File: config.mk
export PLATFORM = sky130hd
export DESIGN_NAME = bank_sel_arbiter_flat
export DESIGN_NICKNAME = d
export VERILOG_FILES = /design/src/rtl/bank_sel_arb_pkg.sv /design/src/rtl/bank_sel_arbiter_if.sv /design/src/rtl/bank_sel_decode.sv /design/src/rtl/bank_sel_arbiter.sv /design/src/flat_wrapper.sv
export SDC_FILE = /design/constraint.sdc
export NUM_CORES = 1
export LEC_CHECK = 0
export ABC_AREA = 1
export ABC_CLOCK_PERIOD_IN_PS = 3500
export CORE_MARGIN = 10
export CORE_UTILIZATION = 51
export DETAILED_ROUTE_END_ITERATION = 10
export HOLD_SLACK_MARGIN = 0.1
export PLACE_DENSITY = 0.93
export SETUP_SLACK_MARGIN = 0.3
export SLEW_MARGIN = 20
export SYNTH_ARGS = -nofsm -noshare
export SYNTH_HDL_FRONTEND = slang
export SYNTH_SLANG_ARGS = --single-unit
File: constraint.sdc
create_clock -name clk -period 3.5 [get_ports clk]
set_clock_uncertainty 0.2 [all_clocks]
set_input_delay 0.7 -clock clk [delete_from_list [all_inputs] [get_ports clk]]
set_output_delay 0.7 -clock clk [all_outputs]
set_load 0.05 [all_outputs]
File: src/rtl/bank_sel_arb_pkg.sv
// -----------------------------------------------------------------------------
// bank_sel_arb_pkg
// Shared definitions for the bank select arbiter:
//   NUM_REQ / IDX_W  : requester count and index width
//   arb_state_e      : arbiter FSM states
//   pick_t, rr_pick  : rotating-priority pick (winning index plus found flag)
// -----------------------------------------------------------------------------
package bank_sel_arb_pkg;

  localparam int NUM_REQ = 4;
  localparam int IDX_W   = 2;

  typedef enum logic [1:0] {
    IDLE    = 2'd0,
    GRANT   = 2'd1,
    RELEASE = 2'd2
  } arb_state_e;

  typedef struct packed {
    logic             found;
    logic [IDX_W-1:0] idx;
  } pick_t;

  // Search eligible starting at ptr and moving upward mod NUM_REQ. The loop
  // runs from the farthest offset down to offset 0, so the closest set bit to
  // ptr is the last one written and therefore wins.
  function automatic pick_t rr_pick(input logic [NUM_REQ-1:0] eligible,
                                    input logic [IDX_W-1:0]   ptr);
    pick_t            res;
    logic [IDX_W-1:0] cand;
    res = '0;
    for (int k = NUM_REQ - 1; k >= 0; k--) begin
      cand = ptr + IDX_W'(k);
      if (eligible[cand]) begin
        res.found = 1'b1;
        res.idx   = cand;
      end
    end
    return res;
  endfunction

endpackage

File: src/rtl/bank_sel_arbiter_if.sv
// -----------------------------------------------------------------------------
// bank_sel_arbiter_if
// Request/grant bundle between the access engines and the arbiter.
//   req        : per-requester level request (driven by requesters)
//   gnt        : one-hot registered grant
//   gnt_valid  : any grant active
//   gnt_idx    : binary index of current/last owner
//   bank_sel_n : active-low one-hot bank select
//   timeout    : one-cycle pulse on a forced revoke
// Modports: master = requester side, slave = arbiter side.
// -----------------------------------------------------------------------------
interface bank_sel_arbiter_if;
  import bank_sel_arb_pkg::*;

  logic [NUM_REQ-1:0] req;
  logic [NUM_REQ-1:0] gnt;
  logic               gnt_valid;
  logic [IDX_W-1:0]   gnt_idx;
  logic [NUM_REQ-1:0] bank_sel_n;
  logic               timeout;

  modport master (
    output req,
    input  gnt, gnt_valid, gnt_idx, bank_sel_n, timeout
  );

  modport slave (
    input  req,
    output gnt, gnt_valid, gnt_idx, bank_sel_n, timeout
  );
endinterface

File: src/rtl/bank_sel_decode.sv
// -----------------------------------------------------------------------------
// bank_sel_decode
// Turns a registered owner index plus valid into the active-low one-hot bank
// select; all ones when no owner is valid.
//   idx_i    : registered owner index
//   valid_i  : registered "grant active"
//   sel_n_o  : active-low one-hot select
// -----------------------------------------------------------------------------
module bank_sel_decode
  import bank_sel_arb_pkg::*;
(
  input  logic [IDX_W-1:0]   idx_i,
  input  logic               valid_i,
  output logic [NUM_REQ-1:0] sel_n_o
);

  for (genvar gi = 0; gi < NUM_REQ; gi++) begin : g_sel
    assign sel_n_o[gi] = ~(valid_i && (idx_i == IDX_W'(gi)));
  end

endmodule

File: src/rtl/bank_sel_arbiter.sv
// -----------------------------------------------------------------------------
// bank_sel_arbiter
// Round-robin owner of a single 4-way bank select with break-before-make: every
// ownership change passes through one all-deselected RELEASE cycle.
//   clk  : rising-edge clock
//   rst  : asynchronous active-high reset
//   bus  : bank_sel_arbiter_if.slave (req in; gnt, gnt_valid, gnt_idx,
//          bank_sel_n, timeout out)
// Parameter HOLD_MAX: grant hold limit (1..255), only meaningful when the
// optional timeout is compiled in with BANK_SEL_ARB_TIMEOUT_EN. Without it a
// grant is held until the owner drops req, and timeout is tied low.
// -----------------------------------------------------------------------------
module bank_sel_arbiter
  import bank_sel_arb_pkg::*;
#(
  parameter int HOLD_MAX = 16
) (
  input  logic                clk,
  input  logic                rst,
  bank_sel_arbiter_if.slave   bus
);

  if ((HOLD_MAX < 1) || (HOLD_MAX > 255)) begin : g_hold_max_range
    $error("bank_sel_arbiter: HOLD_MAX must be within 1..255");
  end

  arb_state_e         state_q, state_d;
  logic [NUM_REQ-1:0] gnt_q, gnt_d;
  logic [IDX_W-1:0]   idx_q, idx_d;
  logic [IDX_W-1:0]   ptr_q, ptr_d;
  logic [NUM_REQ-1:0] mask_q;
  pick_t              pick;

`ifdef BANK_SEL_ARB_TIMEOUT_EN
  logic [NUM_REQ-1:0] mask_d;
  logic [7:0]         hold_q, hold_d;
  logic               timeout_q, timeout_d;
`else
  assign mask_q = '0;
`endif

  assign pick = rr_pick(bus.req & ~mask_q, ptr_q);

  always_comb begin
    state_d = state_q;
    gnt_d   = gnt_q;
    idx_d   = idx_q;
    ptr_d   = ptr_q;
`ifdef BANK_SEL_ARB_TIMEOUT_EN
    // A masked offender is released from the mask once its req is seen low.
    mask_d    = mask_q & bus.req;
    hold_d    = hold_q;
    timeout_d = 1'b0;
`endif
    case (state_q)
      IDLE, RELEASE: begin
        gnt_d = '0;
        if (pick.found) begin
          state_d = GRANT;
          gnt_d   = NUM_REQ'(1) << pick.idx;
          idx_d   = pick.idx;
`ifdef BANK_SEL_ARB_TIMEOUT_EN
          hold_d  = '0;
`endif
        end else begin
          state_d = IDLE;
        end
      end
      GRANT: begin
        if (!bus.req[idx_q]) begin
          state_d = RELEASE;
          gnt_d   = '0;
          ptr_d   = idx_q + IDX_W'(1);
`ifdef BANK_SEL_ARB_TIMEOUT_EN
        end else if (hold_q == 8'(HOLD_MAX - 1)) begin
          // hold_q counts from 0 in the first grant cycle, so this edge ends
          // the HOLD_MAX-th cycle of ownership.
          state_d       = RELEASE;
          gnt_d         = '0;
          ptr_d         = idx_q + IDX_W'(1);
          timeout_d     = 1'b1;
          mask_d[idx_q] = 1'b1;
        end else begin
          hold_d = hold_q + 8'd1;
`endif
        end
      end
      default: begin
        state_d = IDLE;
        gnt_d   = '0;
      end
    endcase
  end

  always_ff @(posedge clk or posedge rst) begin
    if (rst) begin
      state_q <= IDLE;
      gnt_q   <= '0;
      idx_q   <= '0;
      ptr_q   <= '0;
    end else begin
      state_q <= state_d;
      gnt_q   <= gnt_d;
      idx_q   <= idx_d;
      ptr_q   <= ptr_d;
    end
  end

`ifdef BANK_SEL_ARB_TIMEOUT_EN
  always_ff @(posedge clk or posedge rst) begin
    if (rst) begin
      mask_q    <= '0;
      hold_q    <= '0;
      timeout_q <= 1'b0;
    end else begin
      mask_q    <= mask_d;
      hold_q    <= hold_d;
      timeout_q <= timeout_d;
    end
  end
  assign bus.timeout = timeout_q;
`else
  assign bus.timeout = 1'b0;
`endif

  assign bus.gnt       = gnt_q;
  assign bus.gnt_valid = |gnt_q;
  assign bus.gnt_idx   = idx_q;

  bank_sel_decode u_decode (
    .idx_i   (idx_q),
    .valid_i (|gnt_q),
    .sel_n_o (bus.bank_sel_n)
  );

endmodule

File: src/flat_wrapper.sv
// flat-port wrapper written by rule: the top's interface ports become plain ports
module bank_sel_arbiter_flat import bank_sel_arb_pkg::*;
#(
  parameter int HOLD_MAX = 16
)
  (clk, rst, bus_req, bus_gnt, bus_gnt_valid, bus_gnt_idx, bus_bank_sel_n, bus_timeout);
  bank_sel_arbiter_if bus_i ();
  input  logic clk;
  input  logic rst;
  input wire logic [$bits(bus_i.req)-1:0] bus_req;
  output wire logic [$bits(bus_i.gnt)-1:0] bus_gnt;
  output wire logic [$bits(bus_i.gnt_valid)-1:0] bus_gnt_valid;
  output wire logic [$bits(bus_i.gnt_idx)-1:0] bus_gnt_idx;
  output wire logic [$bits(bus_i.bank_sel_n)-1:0] bus_bank_sel_n;
  output wire logic [$bits(bus_i.timeout)-1:0] bus_timeout;
  assign bus_i.req = bus_req;
  assign bus_gnt = bus_i.gnt;
  assign bus_gnt_valid = bus_i.gnt_valid;
  assign bus_gnt_idx = bus_i.gnt_idx;
  assign bus_bank_sel_n = bus_i.bank_sel_n;
  assign bus_timeout = bus_i.timeout;
  bank_sel_arbiter #(.HOLD_MAX(HOLD_MAX)) u_core (.clk(clk), .rst(rst), .bus(bus_i));
endmodule
==> summary by stage, run 1 <==
Outcome
The flow ran to the end, and the final reports show no timing, DRC or antenna violations.

Layout
The net count of the finished layout is 145. In the layout the commonest cells are 53 x nand2_1, 17 x inv_1, 16 x clkdlybuf4s50_1, 12 x nand3_1, 10 x dfrtp_1. The antenna diode instance count is 0. The most common library cell in the layout ignoring fill and taps is nand2_1. The signed area change from the synthesized netlist to the final layout is 25.84%. The utilization after layout is 0.7036. Of the cells placed in the final design, the portion with a size suffix greater than 1 is 0.05970. The number of fillers in the final layout is 103.

Timing
The final hold violation count is 0. Setup slack on the critical path of the routed design comes to 0.4051 ns. Based on the critical path, the design can be clocked at up to 323.1 MHz. Setup violations remaining at the end of the flow were counted as 0.

The max-slew headroom at the worst pin is 0.6515. The minimum clock period after layout is 3.095 ns. The worst hold margin is 0.3147 ns. The number of slew-limit violations in the final report is 0.

Setup repair after global routing left no endpoint under its margin. At the pin with the least slew margin, the transition time is 0.5212 ns. The part of the cycle the worst path needs is 0.8842.

The total negative slack is 0 ns.

Floorplanning
The effective utilization at floorplan is 0.5591. The die covers 3392 um^2. The total number of placement rows is 13. The placeable core area is 1334 um^2.

The y dimension of the die is 58.24 um. Pin placement for this block handled 18 I/O pins. The die span in x is 58.24 um.

Clock network
The clock latency on the worst-skew pair is 0.26 ns. The longest clock path from root to sink contains 2 buffers. The number of buffers added for setup after CTS is 0. TritonCTS built the clock tree. The clock slew seen by the registers of the worst setup and hold paths is 0.06 ns. The TritonCTS buffer count is 3.

The buffer type at the clock tree root is clkbuf_4. The tree built by TritonCTS fans out to 10 sinks. In this run the number of H-tree levels came out at 1.

In this run, post-CTS hold repair placed 0 buffers. After clock tree synthesis, the repair step resized 0 gates.

Critical path
The cell with the biggest individual delay on the critical path is clkdlybuf4s50_1. The largest single stage delay on the critical path is 0.82 ns. The setup slack of the worst register-to-register path is 1.52 ns.

The worst setup path is of the reg2out kind. The length in cells of the worst reg-to-reg path is 11. Of all nets on the critical path, the largest fanout is 5. The worst setup path is captured at a primary output. The worst register-to-register path ends at u_core.bus.gnt_idx[0]. The critical path goes through or4_1 > nand2_1 > clkdlybuf4s50_1. The critical path arrival is 2.19 ns. The endpoint required time on the critical path is 2.60 ns.

The launching point of the worst reg2reg path is u_core.ptr_q[0]. The critical path startpoint category is a flip-flop.

GRT
The wire length of the first global-routing pass is 3201 um. The number of global-route vias before repair was 717. The combined global-route utilization of all metal layers is 0.1160.

Summed over all layers, the global routing overflow is 0. The initial antenna violation count is 0. The largest net degree at the start of global routing is 13.

Route
The average via count per standard cell is 5.027. The first-pass iteration count of the detailed router is 4. The number of remaining DRC errors is 0. The detail-routed net length per standard cell is 12.22 um. The final wirelength is 1821 um. In this run, the number of DRC markers left after iteration 0 of detailed routing was 11. Detailed routing inserted a total of 749 vias.

In this run the remaining antenna-violating nets after routing total 0.

Placed design
The worst setup timing slack at the placement stage is 0.6980 ns. The count of buffers inserted at the top-level ports is 16. After legalization and detailed placement, the total HPWL measured 1486 um. The placer's final routability congestion estimate is 0.8533.

Worst hold path
The worst min-delay path endpoint is u_core.bus.gnt[1]. In this run the worst hold path is classified as reg2reg. The worst hold path passes through 2 cells. The worst hold path startpoint is u_core.bus.gnt[1].

Yosys
The post-synthesis register bit count is 10. Yosys mapped the design onto 18 distinct sky130hd cell types. The synthesized netlist occupies a cell area of 745.7 um^2. The total nets after synthesis is 127. After technology mapping, the gate count stands at 117. Of the synthesized area, sequential elements account for 0.3356.

Yosys printed 0 warnings. Each instance of the synthesized netlist takes up on average 6.374 um^2.

Run
Max-cap violations in this run came to 0.
state kept, by name, indices dropped and copies added, names as in the netlist:
| name | cells |
|---|---|
| u_core.bus.gnt_idx | 2 |
| u_core.state_q | 2 |
| u_core.bus.gnt | 4 |
| u_core.ptr_q | 2 |
logic make-up after synthesis:
family | share of synthesized area
AOI/OAI and AO/OA | 0.1007
other | 0.005029
DFF | 0.3356
adders and majority gates | 0.06712
and+or+nand+nor | 0.3708
buffers and inverters | 0.1208
worst max-delay path: cells and delay by family (launching register included):
family        cells  cell delay [ns]
buf+inv           1             0.82
simple gates      2             0.72
flops             1             0.40
per-layer routing:
metal,track usage,part of all wire
met5,0,0
met4,0.05034,0.019
met3,0.03486,0.060
met2,0.1994,0.48
met1,0.1281,0.44
worst max path at each step:
stage | startpoint | to | slack [ns] | depth (start not counted)
after global routing | u_core.bus.gnt[3] | bus_bank_sel_n[3] | 0.34 | 3
after detailed placement | u_core.bus.gnt[3] | bus_bank_sel_n[0] | 0.70 | 3
final | u_core.bus.gnt[3] | bus_bank_sel_n[0] | 0.41 | 3
after CTS | u_core.bus.gnt[3] | bus_bank_sel_n[0] | 0.40 | 3
after floorplan | u_core.bus.gnt[3] | bus_bank_sel_n[0] | 0.68 | 3
after global placement | u_core.bus.gnt[3] | bus_bank_sel_n[1] | 0.73 | 3
synthesized netlist by cell type:
cell type,n,area share
a21o_1,1,0.010
a21oi_1,3,0.020
buf_4,1,0.010
buf_6,1,0.015
clkbuf_1,1,0.0050
conb_1,1,0.0050
dfrtp_1,10,0.34
ha_1,4,0.067
inv_1,17,0.086
inv_2,1,0.0050
nand2_1,53,0.27
nand2_2,1,0.0084
nand3_1,12,0.081
nor2_1,1,0.0050
o21ai_0,5,0.034
o21ai_1,2,0.013
o21ai_2,2,0.023
or4_1,1,0.010
metrics by stage:
step | instances | area [um^2]
floorplan | 117 | 745.7
global placement | 145 | 902.1
detailed placement | 145 | 902.1
CTS | 149 | 938.4
global route | 149 | 938.4
finish | 149 | 938.4
final cells by class:
| class | instances | area, um^2 | share of cell area |
|---|---|---|---|
| multi-input combinational | 86 | 405.4 | 0.4320 |
| sequential | 10 | 250.2 | 0.2667 |
| timing repair buffer | 16 | 160.2 | 0.1707 |
| inverter | 18 | 67.56 | 0.07200 |
| clock buffer | 4 | 36.28 | 0.03867 |
| tap | 15 | 18.77 | 0.02000 |
Power of run 1 is left out: the tool's default activity adds up to more than one toggle a clock period on the data nets, which glitch-free logic cannot reach.
==> run 2, diff against run 1 <==
--- a/config.mk
+++ b/config.mk
@@ -7,13 +7,13 @@
 export LEC_CHECK = 0
 export ABC_AREA = 1
 export ABC_CLOCK_PERIOD_IN_PS = 3500
-export CORE_MARGIN = 10
+export CORE_MARGIN = 2
 export CORE_UTILIZATION = 51
 export DETAILED_ROUTE_END_ITERATION = 10
-export HOLD_SLACK_MARGIN = 0.1
 export PLACE_DENSITY = 0.93
 export SETUP_SLACK_MARGIN = 0.3
 export SLEW_MARGIN = 20
 export SYNTH_ARGS = -nofsm -noshare
 export SYNTH_HDL_FRONTEND = slang
 export SYNTH_SLANG_ARGS = --single-unit
+export TNS_END_PERCENT = 5
==> run 2 against run 1 <==
Cell count unchanged; utilization unchanged; non-clock buffer count unchanged; register-to-register slack about the same; first-iteration DRC count rose to 3.0 times the previous value; global-route usage up 12 points; critical path depth unchanged; worst hold slack better by 0.0017 ns; critical endpoint unchanged; largest cell class unchanged.
==> summary by stage, run 2 (synthesis gave the netlist of run 1 again) <==
Outcome
Result of the run: finished, final reports clean (unchanged).

Floorplanning
The effective utilization at floorplan came to 0.5591 (unchanged). The top-level I/O count is 18 (unchanged). The y dimension of the die is 42.24 um (was 58.24 um). The placeable core area is 1334 um^2 (unchanged). The floorplan die area came to 1784 um^2 (was 3392 um^2). The die span in x is 42.24 um (was 58.24 um). The total number of placement rows is 13 (unchanged).

Critical path
The cell class contributing the biggest share of worst-path delay is buffers and inverters (unchanged). The critical path arrival is 2.20 ns (was 2.19 ns). The total buffers and inverters traversed by the critical path came to 1 (unchanged). The critical path startpoint category was a flip-flop (unchanged). The endpoint required time on the critical path is 2.60 ns (about the same). The startpoint-to-endpoint class of the critical path is reg2out (unchanged).

The peak per-stage delay on the critical path is 0.80 ns (was 0.82 ns). The highest net fanout along the worst path was 5 (unchanged). The launching point of the worst reg2reg path is u_core.ptr_q[0] (unchanged). The cell with the biggest individual delay on the critical path was clkdlybuf4s50_1 (unchanged).

The type of element capturing the critical path is a primary output (unchanged). Worst-path cell chain: or4_1 > nand2_1 > clkdlybuf4s50_1 (unchanged). The origin of the worst setup path is u_core.bus.gnt[0] (was u_core.bus.gnt[3]).

Layout
The antenna diode instance count was 0 (unchanged). The flip-flop count of the largest register after layout is 4 (unchanged). Commonest non-fill, non-tap cells in the layout: 53 x nand2_1, 17 x inv_1, 16 x clkdlybuf4s50_1, 12 x nand3_1, 10 x dfrtp_1 (unchanged).

The number of nets at the end of the flow is 145 (unchanged). The final non-filler cell total came to 149 (unchanged). The most common library cell in the layout ignoring fill and taps is nand2_1 (unchanged). The layout cell share with drive strength beyond 1 is 0.05970 (unchanged). The signed area change from the synthesized netlist to the final layout was 25.84% (unchanged).

Clock network
The number of buffers added for setup after CTS is 0 (unchanged). The TritonCTS clock tree is done (unchanged). The buffer levels on the longest clock path came to 2 (unchanged). The clock net sink count was 10 (unchanged). The TritonCTS buffer count is 3 (unchanged).

The number of levels in the clock H-tree is 1 (unchanged). The clock latency on the worst-skew pair came to 0.27 ns (was 0.26 ns). The number of resized instances in the post-cts repair step is 0 (unchanged). The number of buffers added to fix hold violations after cts came to 0 (unchanged). The clock slew seen by the registers of the worst setup and hold paths is 0.07 ns (was 0.06 ns). The buffer type at the clock tree root is clkbuf_4 (unchanged).

Placed design
The count of buffers inserted at the top-level ports was 16 (unchanged). The placer's final routability congestion estimate is 0.8265 (was 0.8533). The post-DP HPWL was 1470 um (was 1486 um). The placed instance count is 145 (unchanged).

Timing
The total of endpoints with negative setup slack in the final report came to 0 (unchanged). The slew at the pin with the worst max-slew slack was 0.5237 ns (was 0.5212 ns). The total negative slack is 0 ns (unchanged). The maximum operating frequency is 322.9 MHz (was 323.1 MHz). The max-slew headroom at the worst pin is 0.6498 (was 0.6515). The final hold violation count is 0 (unchanged). The part of the cycle the worst path needs is 0.8848 (was 0.8842). The worst hold margin is 0.3164 ns (was 0.3147 ns). Setup repair after global routing missed its margin: no (unchanged). The minimum clock period after layout is 3.097 ns (was 3.095 ns). The number of slew-limit violations in the final report came to 0 (unchanged).

GRT
The combined global-route utilization of all metal layers is 0.2376 (was 0.1160). The largest net degree at the start of global routing is 13 (unchanged). The total global routing overflow is 0 (unchanged). The initial antenna violation count is 0 (unchanged). The wire length of the first global-routing pass is 3229 um (was 3201 um).

The number of global-route vias before repair is 720 (was 717).

Worst hold path
The worst hold path class is reg2reg (unchanged). The worst hold path startpoint is u_core.bus.gnt[3] (was u_core.bus.gnt[1]).

Route
The detail-routed net length per standard cell is 12.52 um (was 12.22 um). The via total after detailed routing is 777 (was 749). The number of remaining DRC errors was 0 (unchanged). The final wirelength is 1866 um (was 1821 um). The initial detailed-routing violation count came to 33 (was 11).

The remaining antenna violation count after routing is 0 (unchanged). The average via count per standard cell came to 5.215 (was 5.027). The first-pass iteration count of the detailed router came to 4 (unchanged).

Run
The number of maximum-capacitance constraint violations came to 0 (unchanged).
[run 2: cell type report]
class                   count  area (um^2)
flip-flops and latches     10        250.2
clock buffers               4        36.28
fillers                   102        395.4
multi-input cells          86        405.4
well taps                  15        18.77
inverters                  18        67.56
repair buffers             16        160.2
[run 2: metrics by stage]
stage | setup WS, ns | instance area, um^2 | util
floorplan | 0.6794 | 745.7 | -
global placement | 0.7402 | 902.1 | 0.6764
detailed placement | 0.7042 | 902.1 | 0.6764
CTS | 0.3969 | 938.4 | 0.7036
global route | 0.3389 | 938.4 | 0.7036
finish | 0.4031 | 938.4 | 0.7036
[run 2: path summary, 6_finish.rpt]
kind / end / cells after the start / slack [ns]
setup / recovery: bus_bank_sel_n[0] / 3 / 0.40
hold / removal: u_core.bus.gnt[3] / 2 / 0.32
setup reg to reg: u_core.bus.gnt[0] / 11 / 1.51
hold reg to reg: u_core.bus.gnt[3] / 2 / 0.32
max in group asynchronous: u_core.ptr_q[0] / 2 / 2.33
min in group asynchronous: u_core.bus.gnt[0] / 2 / 0.50
[run 2: worst register-to-register path: stages (launching register included)]
cell and delay, ns:
dfrtp_1 0.54, inv_1 0.21, nand2_1 0.11, nand2_1 0.07
nand2_1 0.11, nand2_1 0.06, inv_1 0.06, nand2_2 0.07
o21ai_2 0.19, inv_2 0.08, nand3_1 0.11, nand2_1 0.07
[run 2: routing by layer]
layer / part of all wire / GRT usage / vias up
met3: 0.049 / 0.02586 / 7
li1: - / - / 394
met4: 0.022 / 0.1063 / 0
met1: 0.41 / 0.2857 / 348
met5: 0 / 0 / -
met2: 0.52 / 0.4215 / 28
Power of run 2 is left out for the same reason.
